<file path="src/rtl/branch_pc_control_pkg.sv">
// Shared types for the program counter / relative branch sequencer.
// State encoding, condition-select codes and the reset vector default.
package branch_pc_control_pkg;

  localparam logic [15:0] RESET_PC_DEFAULT = 16'hFFFC;

  typedef enum logic [1:0] {
    ST_IDLE   = 2'd0,
    ST_ADD_LO = 2'd1,
    ST_FIX_HI = 2'd2
  } state_t;

  // branch_op[7:6] selects the tested flag
  localparam logic [1:0] COND_N = 2'b00;
  localparam logic [1:0] COND_V = 2'b01;
  localparam logic [1:0] COND_C = 2'b10;
  localparam logic [1:0] COND_Z = 2'b11;

  // High byte of a 16-bit value
  function automatic logic [7:0] hi_byte(
    input logic [15:0] v
  );
    return v[15:8];
  endfunction

  // Low byte of a 16-bit value
  function automatic logic [7:0] lo_byte(
    input logic [15:0] v
  );
    return v[7:0];
  endfunction

endpackage

</file>
<file path="src/rtl/branch_cond_eval.sv">
// Combinational 6502 branch condition evaluation.
// Ports: cond_code = branch_op[7:5], flag_n/v/c/z in; taken out.
module branch_cond_eval
  import branch_pc_control_pkg::*;
(
  input  logic [2:0] cond_code,
  input  logic       flag_n,
  input  logic       flag_v,
  input  logic       flag_c,
  input  logic       flag_z,
  output logic       taken
);

  logic [1:0] sel;
  logic       want;
  logic       flag;

  assign sel  = cond_code[2:1];
  assign want = cond_code[0];

  always_comb begin
    flag = 1'b0;
    unique case (1'b1)
      (sel == COND_N): flag = flag_n;
      (sel == COND_V): flag = flag_v;
      (sel == COND_C): flag = flag_c;
      (sel == COND_Z): flag = flag_z;
      default:         flag = 1'b0;
    endcase
  end

  assign taken = (flag == want);

endmodule

</file>
<file path="src/rtl/branch_pc_control.sv">
// Program counter owner and 6502 relative-branch sequencer.
// Ports: clk, rst, pc_inc, pc_load, load_addr, branch_start, branch_op,
//   flag_n/v/c/z, pcl_branch, pch_branch in;
//   pcl, pch, busy, branch_taken, page_cross, done out.
module branch_pc_control
  import branch_pc_control_pkg::*;
#(
  parameter logic [15:0] RESET_PC = RESET_PC_DEFAULT
) (
  input  logic        clk,
  input  logic        rst,
  input  logic        pc_inc,
  input  logic        pc_load,
  input  logic [15:0] load_addr,
  input  logic        branch_start,
  input  logic [7:0]  branch_op,
  input  logic        flag_n,
  input  logic        flag_v,
  input  logic        flag_c,
  input  logic        flag_z,
  input  logic [7:0]  pcl_branch,
  input  logic [7:0]  pch_branch,
  output logic [7:0]  pcl,
  output logic [7:0]  pch,
  output logic        busy,
  output logic        branch_taken,
  output logic        page_cross,
  output logic        done
);

  state_t      state;
  state_t      state_nxt;
  logic [15:0] pc;
  logic [15:0] pc_nxt;
  logic [15:0] pc_plus1;
  logic [7:0]  pch_save;
  logic [7:0]  pch_save_nxt;
  logic        taken_nxt;
  logic        cross_nxt;
  logic        done_nxt;
  logic        cond_taken;
  logic        hi_differs;

  // Low opcode bits only identify the instruction class
  logic        unused_op_bits;
  assign unused_op_bits = ^branch_op[4:0];

  branch_cond_eval u_cond (
    .cond_code (branch_op[7:5]),
    .flag_n    (flag_n),
    .flag_v    (flag_v),
    .flag_c    (flag_c),
    .flag_z    (flag_z),
    .taken     (cond_taken)
  );

  assign pc_plus1   = pc + 16'd1;
  assign hi_differs = (pch_branch != hi_byte(pc));

  // State register
  always_ff @(posedge clk) begin
    if (rst) begin
      state <= ST_IDLE;
    end else begin
      state <= state_nxt;
    end
  end

  // Next-state logic
  always_comb begin
    state_nxt = state;
    unique case (state)
      ST_IDLE: begin
        if (branch_start && cond_taken) begin
          state_nxt = ST_ADD_LO;
        end
      end
      ST_ADD_LO: begin
        if (hi_differs) begin
          state_nxt = ST_FIX_HI;
        end else begin
          state_nxt = ST_IDLE;
        end
      end
      ST_FIX_HI: state_nxt = ST_IDLE;
      default:   state_nxt = ST_IDLE;
    endcase
  end

  // Datapath next values
  always_comb begin
    pc_nxt       = pc;
    pch_save_nxt = pch_save;
    taken_nxt    = branch_taken;
    cross_nxt    = page_cross;
    done_nxt     = 1'b0;
    unique case (state)
      ST_IDLE: begin
        if (branch_start) begin
          // Step past the offset byte
          pc_nxt    = pc_plus1;
          taken_nxt = cond_taken;
          cross_nxt = 1'b0;
          done_nxt  = !cond_taken;
        end else if (pc_load) begin
          pc_nxt = load_addr;
        end else if (pc_inc) begin
          pc_nxt = pc_plus1;
        end
      end
      ST_ADD_LO: begin
        pc_nxt = {hi_byte(pc), pcl_branch};
        if (hi_differs) begin
          // Adder outputs go stale next cycle; keep the high byte
          pch_save_nxt = pch_branch;
          cross_nxt    = 1'b1;
        end else begin
          done_nxt = 1'b1;
        end
      end
      ST_FIX_HI: begin
        pc_nxt   = {pch_save, lo_byte(pc)};
        done_nxt = 1'b1;
      end
      default: begin
        pc_nxt = pc;
      end
    endcase
  end

  always_ff @(posedge clk) begin
    if (rst) begin
      pc           <= RESET_PC;
      pch_save     <= 8'h00;
      branch_taken <= 1'b0;
      page_cross   <= 1'b0;
      done         <= 1'b0;
    end else begin
      pc           <= pc_nxt;
      pch_save     <= pch_save_nxt;
      branch_taken <= taken_nxt;
      page_cross   <= cross_nxt;
      done         <= done_nxt;
    end
  end

  // Outputs
  always_comb begin
    pcl  = lo_byte(pc);
    pch  = hi_byte(pc);
    busy = (state != ST_IDLE);
  end

endmodule

</file>
<file path="config.mk">
export PLATFORM = sky130hd
export DESIGN_NAME = branch_pc_control
export DESIGN_NICKNAME = d
export VERILOG_FILES = /design/src/rtl/branch_pc_control_pkg.sv /design/src/rtl/branch_cond_eval.sv /design/src/rtl/branch_pc_control.sv
export SDC_FILE = /design/constraint.sdc
export NUM_CORES = 1
export LEC_CHECK = 0
export CAP_MARGIN = 40
export CORE_MARGIN = 3
export CORE_UTILIZATION = 48
export CTS_BUF_LIST = sky130_fd_sc_hd__clkbuf_16
export DETAILED_ROUTE_END_ITERATION = 12
export HOLD_SLACK_MARGIN = 0.05
export PLACE_DENSITY = 0.95
export REMOVE_ABC_BUFFERS = 1
export SLEW_MARGIN = 20
export SYNTH_ARGS = -nofsm -noshare
export SYNTH_HDL_FRONTEND = slang
export SYNTH_SLANG_ARGS = --single-unit
</file>
<file path="constraint.sdc">
create_clock -name clk -period 3.3 [get_ports clk]
set_input_delay 0.99 -clock clk [delete_from_list [all_inputs] [get_ports clk]]
set_output_delay 0.99 -clock clk [all_outputs]
set_load 0.02 [all_outputs]
</file>
Yosys cells after proc, flatten, opt, wreduce, memory -nomap -nowiden
Cells that the tools add are included.
- muxes and demuxes: 14
- add/sub/neg operators: 1
- eq/ne operators: 11
- bitwise operators: 2
- reductions and logical operators: 12
- operators by type and width (operator ; number):
    $mux 16 ; 3
    $pmux 16 s3 ; 1
    $add 16x1->16 const B ; 1
    $reduce_and 3->1 ; 3
    $ne 8x8->1 ; 1
    $eq 2x2->1 const B ; 3
    $ne 2x2->1 const B ; 3
    $reduce_bool 2->1 ; 3
    $eq 2x1->1 const B ; 2
    $logic_not 2->1 ; 2
    $mux 1 ; 4
    $mux 2 ; 2
    $ne 4x4->1 const B ; 1
    $pmux 1 s4 ; 1
    $pmux 2 s2 ; 1
    $reduce_and 2->1 ; 2
    $pmux 1 s3 ; 1
    $not 1->1 ; 2
    $pmux 1 s2 ; 1
    $eq 1x1->1 ; 1
    $logic_and 1x1->1 ; 1
    $logic_not 1->1 ; 1
- output and inout bits: 20
- bits of input ports: 49
- register bits after elaboration: 29
- logic and storage cells: 47

Depth between registers and ports, before layout
- depth after elaboration: 6
- gate-level depth with buffers: 9
- depth with buffers taken out: 7

Hierarchy
A second synthesis with hierarchy kept.
- cells, all modules: 252
- area, all modules: 2042.0 um^2
- by module, submodules not included (module ; sequential area each (um^2) ; times used ; cells an instance ; area an instance (um^2)):
    branch_pc_control ; 580.6 ; 1 ; 250 ; 2010.7
    branch_cond_eval ; 0.0 ; 1 ; 2 ; 31.3

Worst setup path before layout
No wires, ideal clock.
- path kind: input-to-reg
- start: input port branch_op[6]
- end: register state[1]
- path slack: 1048 ps
- cell stages on the path: 5
- arrival: 2187 ps
- buffers on the path: 0
- required time: 3235 ps
- setup time: 65 ps
- cell sequence: mux4_2 -> xnor2_2 -> a21oi_1 -> mux2_1 -> nor2_1
- cells in the longest elaborated chain, start to end: 5
- elaborated cells between the ends (all ways): 8
- classes of those cells: eq/ne: 5; mux: 1; reduce/logical: 2
- RTL lines (element ; RTL line ; source):
    start, declared ; branch_pc_control.sv:16 ; input logic [7:0] branch_op,
    $eq 2x2->1 (tied with other cells) ; branch_cond_eval.sv:27 ; (sel == COND_Z): flag = flag_z;
    $pmux 1 s4 (*) ; branch_cond_eval.sv:23 ; unique case (1'b1)
    $eq 1x1->1 (*) ; branch_cond_eval.sv:32 ; assign taken = (flag == want);
    $logic_and 1x1->1 (*) ; branch_pc_control.sv:74 ; if (branch_start && cond_taken) begin
    $ne 2x2->1 (no source line) (*) ; n/a ;
    end signal, assigned ; branch_pc_control.sv:65 ; state <= state_nxt;
    end, declared ; branch_pc_control.sv:31 ; state_t state;
Every way passes the cells marked *; elsewhere a longest branch is shown, timed or not.
A chain may end at the register's enable or synchronous reset.

Worst setup path in the final report
- start: register state[0]
- end: output port busy
- cells in the longest elaborated chain, start to end: 1
- RTL lines (element ; RTL line ; source):
    $reduce_bool 2->1 ; branch_pc_control.sv:151 ; busy = (state != ST_IDLE);
    end, declared ; branch_pc_control.sv:25 ; output logic busy,
Every way passes these cells.

==> summary.md <==
| Metric | Value |
|---|---|
| Routed vias/inst | 6.06 |
| Most frequent cell after synthesis | dfxtp_1 |
| Yosys warning total | 0 |
| Status | complete, no violations |
| DR DRC count | 0 |
| Pin slew with the least headroom to its limit | 0.650 ns |
| I/O pins | 69 |
| Initial antenna violation count | 0 |
| Yosys reg bits | 29 |
| Row count | 22 |
| Setup crit start kind | flip-flop |
| Cell taking the most area after synthesis | dfxtp_1 |
| Post-CTS Setup Inserts | 0 |
| Largest net degree at the start of global routing | 19 |
| Worst-path fanout max | 6 |
| Multi-input gate area | 1230 um2 |
| Worst EP required | 2.31 ns |
| Dominant synthesized flop cell | dfxtp_1 |
| Layout area overhead | 44.4% |
| Setup TNS Final | 0 ns |
| Tot GR Track Use | 0.244 |
| Number of max-cap violations | 0 |
| Fmax | 362 MHz |
| Reg area | 581 um2 |
| First-pass GRT wire length | 8560 um |
| Proportion of layout cells with a drive suffix above 1 | 0.0775 |
| Die width | 68.9 um |
| Max-slew headroom | 0.567 |
| CTS Buf Count | 5 |
| Critical path capture point type | output pin |
| Deepest clock path buffer count | 2 |
| Post-route ant nets | 0 |
| CP Class | reg -> out |
| Mean Syn Cell Area | 8.59 um2 |
| Comb pwr share | 0.359 |
| Peak VDD IR | 392 uV |
| HPWL after detailed placement | 3960 um |
| Reg clk slew, reported paths | 0.05 ns |
| Yosys cell types | 47 |
| RSZ-0062 raised after global routing | no |
| Clk_skew | 0.00400 ns |
| Final RePlAce weighted congestion | 0.839 |
| Antenna Diode Count | 0 |
| Min-delay worst type | reg -> reg |
| Min Tclk post-route | 2.76 ns |
| Final Hold Fails | 0 |
| H-tree lvl count | 2 |
| Post-synthesis sequential area ratio | 0.306 |
| Async SR Flop Fraction | 0 |
| Final net count | 337 |
| # resized after CTS | 0 |
| Starting Density | 0.507 |
| Fillers | 278 |
| Clk_lat worst skew | 0.27 ns |
| Die ar. | 4750 um2 |
| Mapped Area | 1900 um2 |
| Area share of the largest cell type after synthesis | 0.306 |
| Number of DRC markers in iteration 0 | 139 |
| Post-CTS Hold Buffers | 0 |
| Total gr overflow | 0 |
| Post-synth top cells | 29 x dfxtp_1, 26 x nor2_1, 13 x nand2_1 |
| Final hold slack | 0.516 ns |
| Pint | 1130 uW |
| Power Density | 616 nW/um2 |
| Final setup fails | 0 |
| Clk root buf | clkbuf_16 |
| Clk sinks | 29 |
| Fin area | 2740 um2 |
| WL final | 5460 um |
| Clk pwr share | 0.348 |
| Vias in the first global route | 1890 |
| Crit path DAT | 1.77 ns |
| Post-DP Area | 2550 um2 |
| Fin. max-slew vios | 0 |
| Post-Synthesis Cells | 221 |
| Die Height | 68.9 um |
| Synth top area cells | dfxtp_1 31%, mux2i_1 5.8%, nor2_1 5.1% |
| Pre-Repair DR Iteration Count | 6 |
| Net Sw Frac | 0.328 |
| WL/cell | 16.5 um |
| Final period utilization | 0.837 |
| CTS tree | done |
| Net Switching | 555 uW |
| Seq pwr share | 0.294 |
| Via count | 2013 |
| EDFF count, synth | 0 |
| Leak | 0.00111 uW |
| Number of port buffers | 63 |
| Core ar. | 3740 um2 |
[power groups by stage]
stage | Clock (uW) | Combinational [uW] | Sequential [uW]
after global placement | 0 | 577 | 494
after floorplan | 0 | 306 | 536
after detailed placement | 0 | 593 | 498
after CTS | 595 | 602 | 492
final | 588 | 606 | 496
after global routing | 615 | 651 | 503
[layout make-up]
class | instances | share of cell area
repair buffers | 68 | 0.244
clock inverters | 3 | 0.0237
inverters | 4 | 0.00548
well taps | 48 | 0.0219
multi-input cells | 175 | 0.448
flip-flops and latches | 29 | 0.212
clock buffers | 5 | 0.0456
[sequential cells by signal, indices dropped and copies added, names as in the netlist]
signal / count
state: 2
pc: 16
page_cross: 1
done: 1
branch_taken: 1
pch_save: 8
[cells in the final DEF, fill, tap and decap left out, types with 3 or more instances in the layout]
master | synthesis | routed
a31oi_1 | 3 | 3
o21ai_0 | 11 | 11
and3_1 | 9 | 9
inv_1 | 4 | 4
nor2_1 | 26 | 26
a211o_1 | 3 | 3
nand2_1 | 13 | 13
xor2_1 | 4 | 4
o21a_1 | 3 | 3
clkbuf_16 | 0 | 5
nand3_1 | 6 | 6
mux2i_1 | 11 | 11
a211oi_1 | 3 | 3
a2111oi_2 | 3 | 3
xnor2_1 | 11 | 11
clkdlybuf4s50_1 | 0 | 63
nand4_1 | 6 | 6
a2111o_1 | 4 | 4
a21oi_1 | 11 | 11
ha_1 | 5 | 5
nor3_1 | 10 | 10
a221oi_1 | 3 | 3
buf_4 | 2 | 5
dfxtp_1 | 29 | 29
[logic make-up (layout without fill, tap and decap cells)]
group,count (synthesis),in the layout,synth area share
xor gates and xnor gates,16,16,0.0778
buffers and inverters,17,80,0.0475
and+or+nand+nor,83,83,0.231
AOI/OAI and AO/OA,58,58,0.229
adders and majority gates,5,5,0.0330
muxes,13,13,0.0758
DFF,29,29,0.306
[final timing paths]
kind / startpoint / end / slack (ns) / depth (start not counted)
worst max-delay path: state[0]$_SDFFE_PP0P_ / busy / 0.54 / 4
worst min-delay path: page_cross$_SDFFE_PP0P_ / page_cross$_SDFFE_PP0P_ / 0.52 / 2
worst max register to register: state[0]$_SDFFE_PP0P_ / pc[11]$_SDFFE_PP1P_ / 0.86 / 6
worst min register to register: page_cross$_SDFFE_PP0P_ / page_cross$_SDFFE_PP0P_ / 0.52 / 2
[stage by stage]
| step | setup WS [ns] | instances | power, uW | utilization |
|---|---|---|---|---|
| floorplan | 0.918 | 208 | 842 | - |
| global placement | 0.351 | 324 | 1070 | 0.681 |
| detailed placement | 0.294 | 324 | 1090 | 0.681 |
| CTS | 0.538 | 332 | 1690 | 0.732 |
| global route | 0.433 | 332 | 1770 | 0.732 |
| finish | 0.537 | 332 | 1690 | 0.732 |
[routing by layer]
metal	part of all wire	GRT usage	up-vias
met3	0.092	0.0665	12
met5	0	0	-
met2	0.49	0.414	116
met1	0.40	0.291	933
li1	-	-	952
met4	0.017	0.0949	0
[worst max-delay path, cell delays in order (launching register included)]
cell             delay [ns]
dfxtp_1                0.38
inv_1                  0.08
ha_1                   0.28
inv_1                  0.14
clkdlybuf4s50_1        0.62
Power figures use the tool's default switching activity.
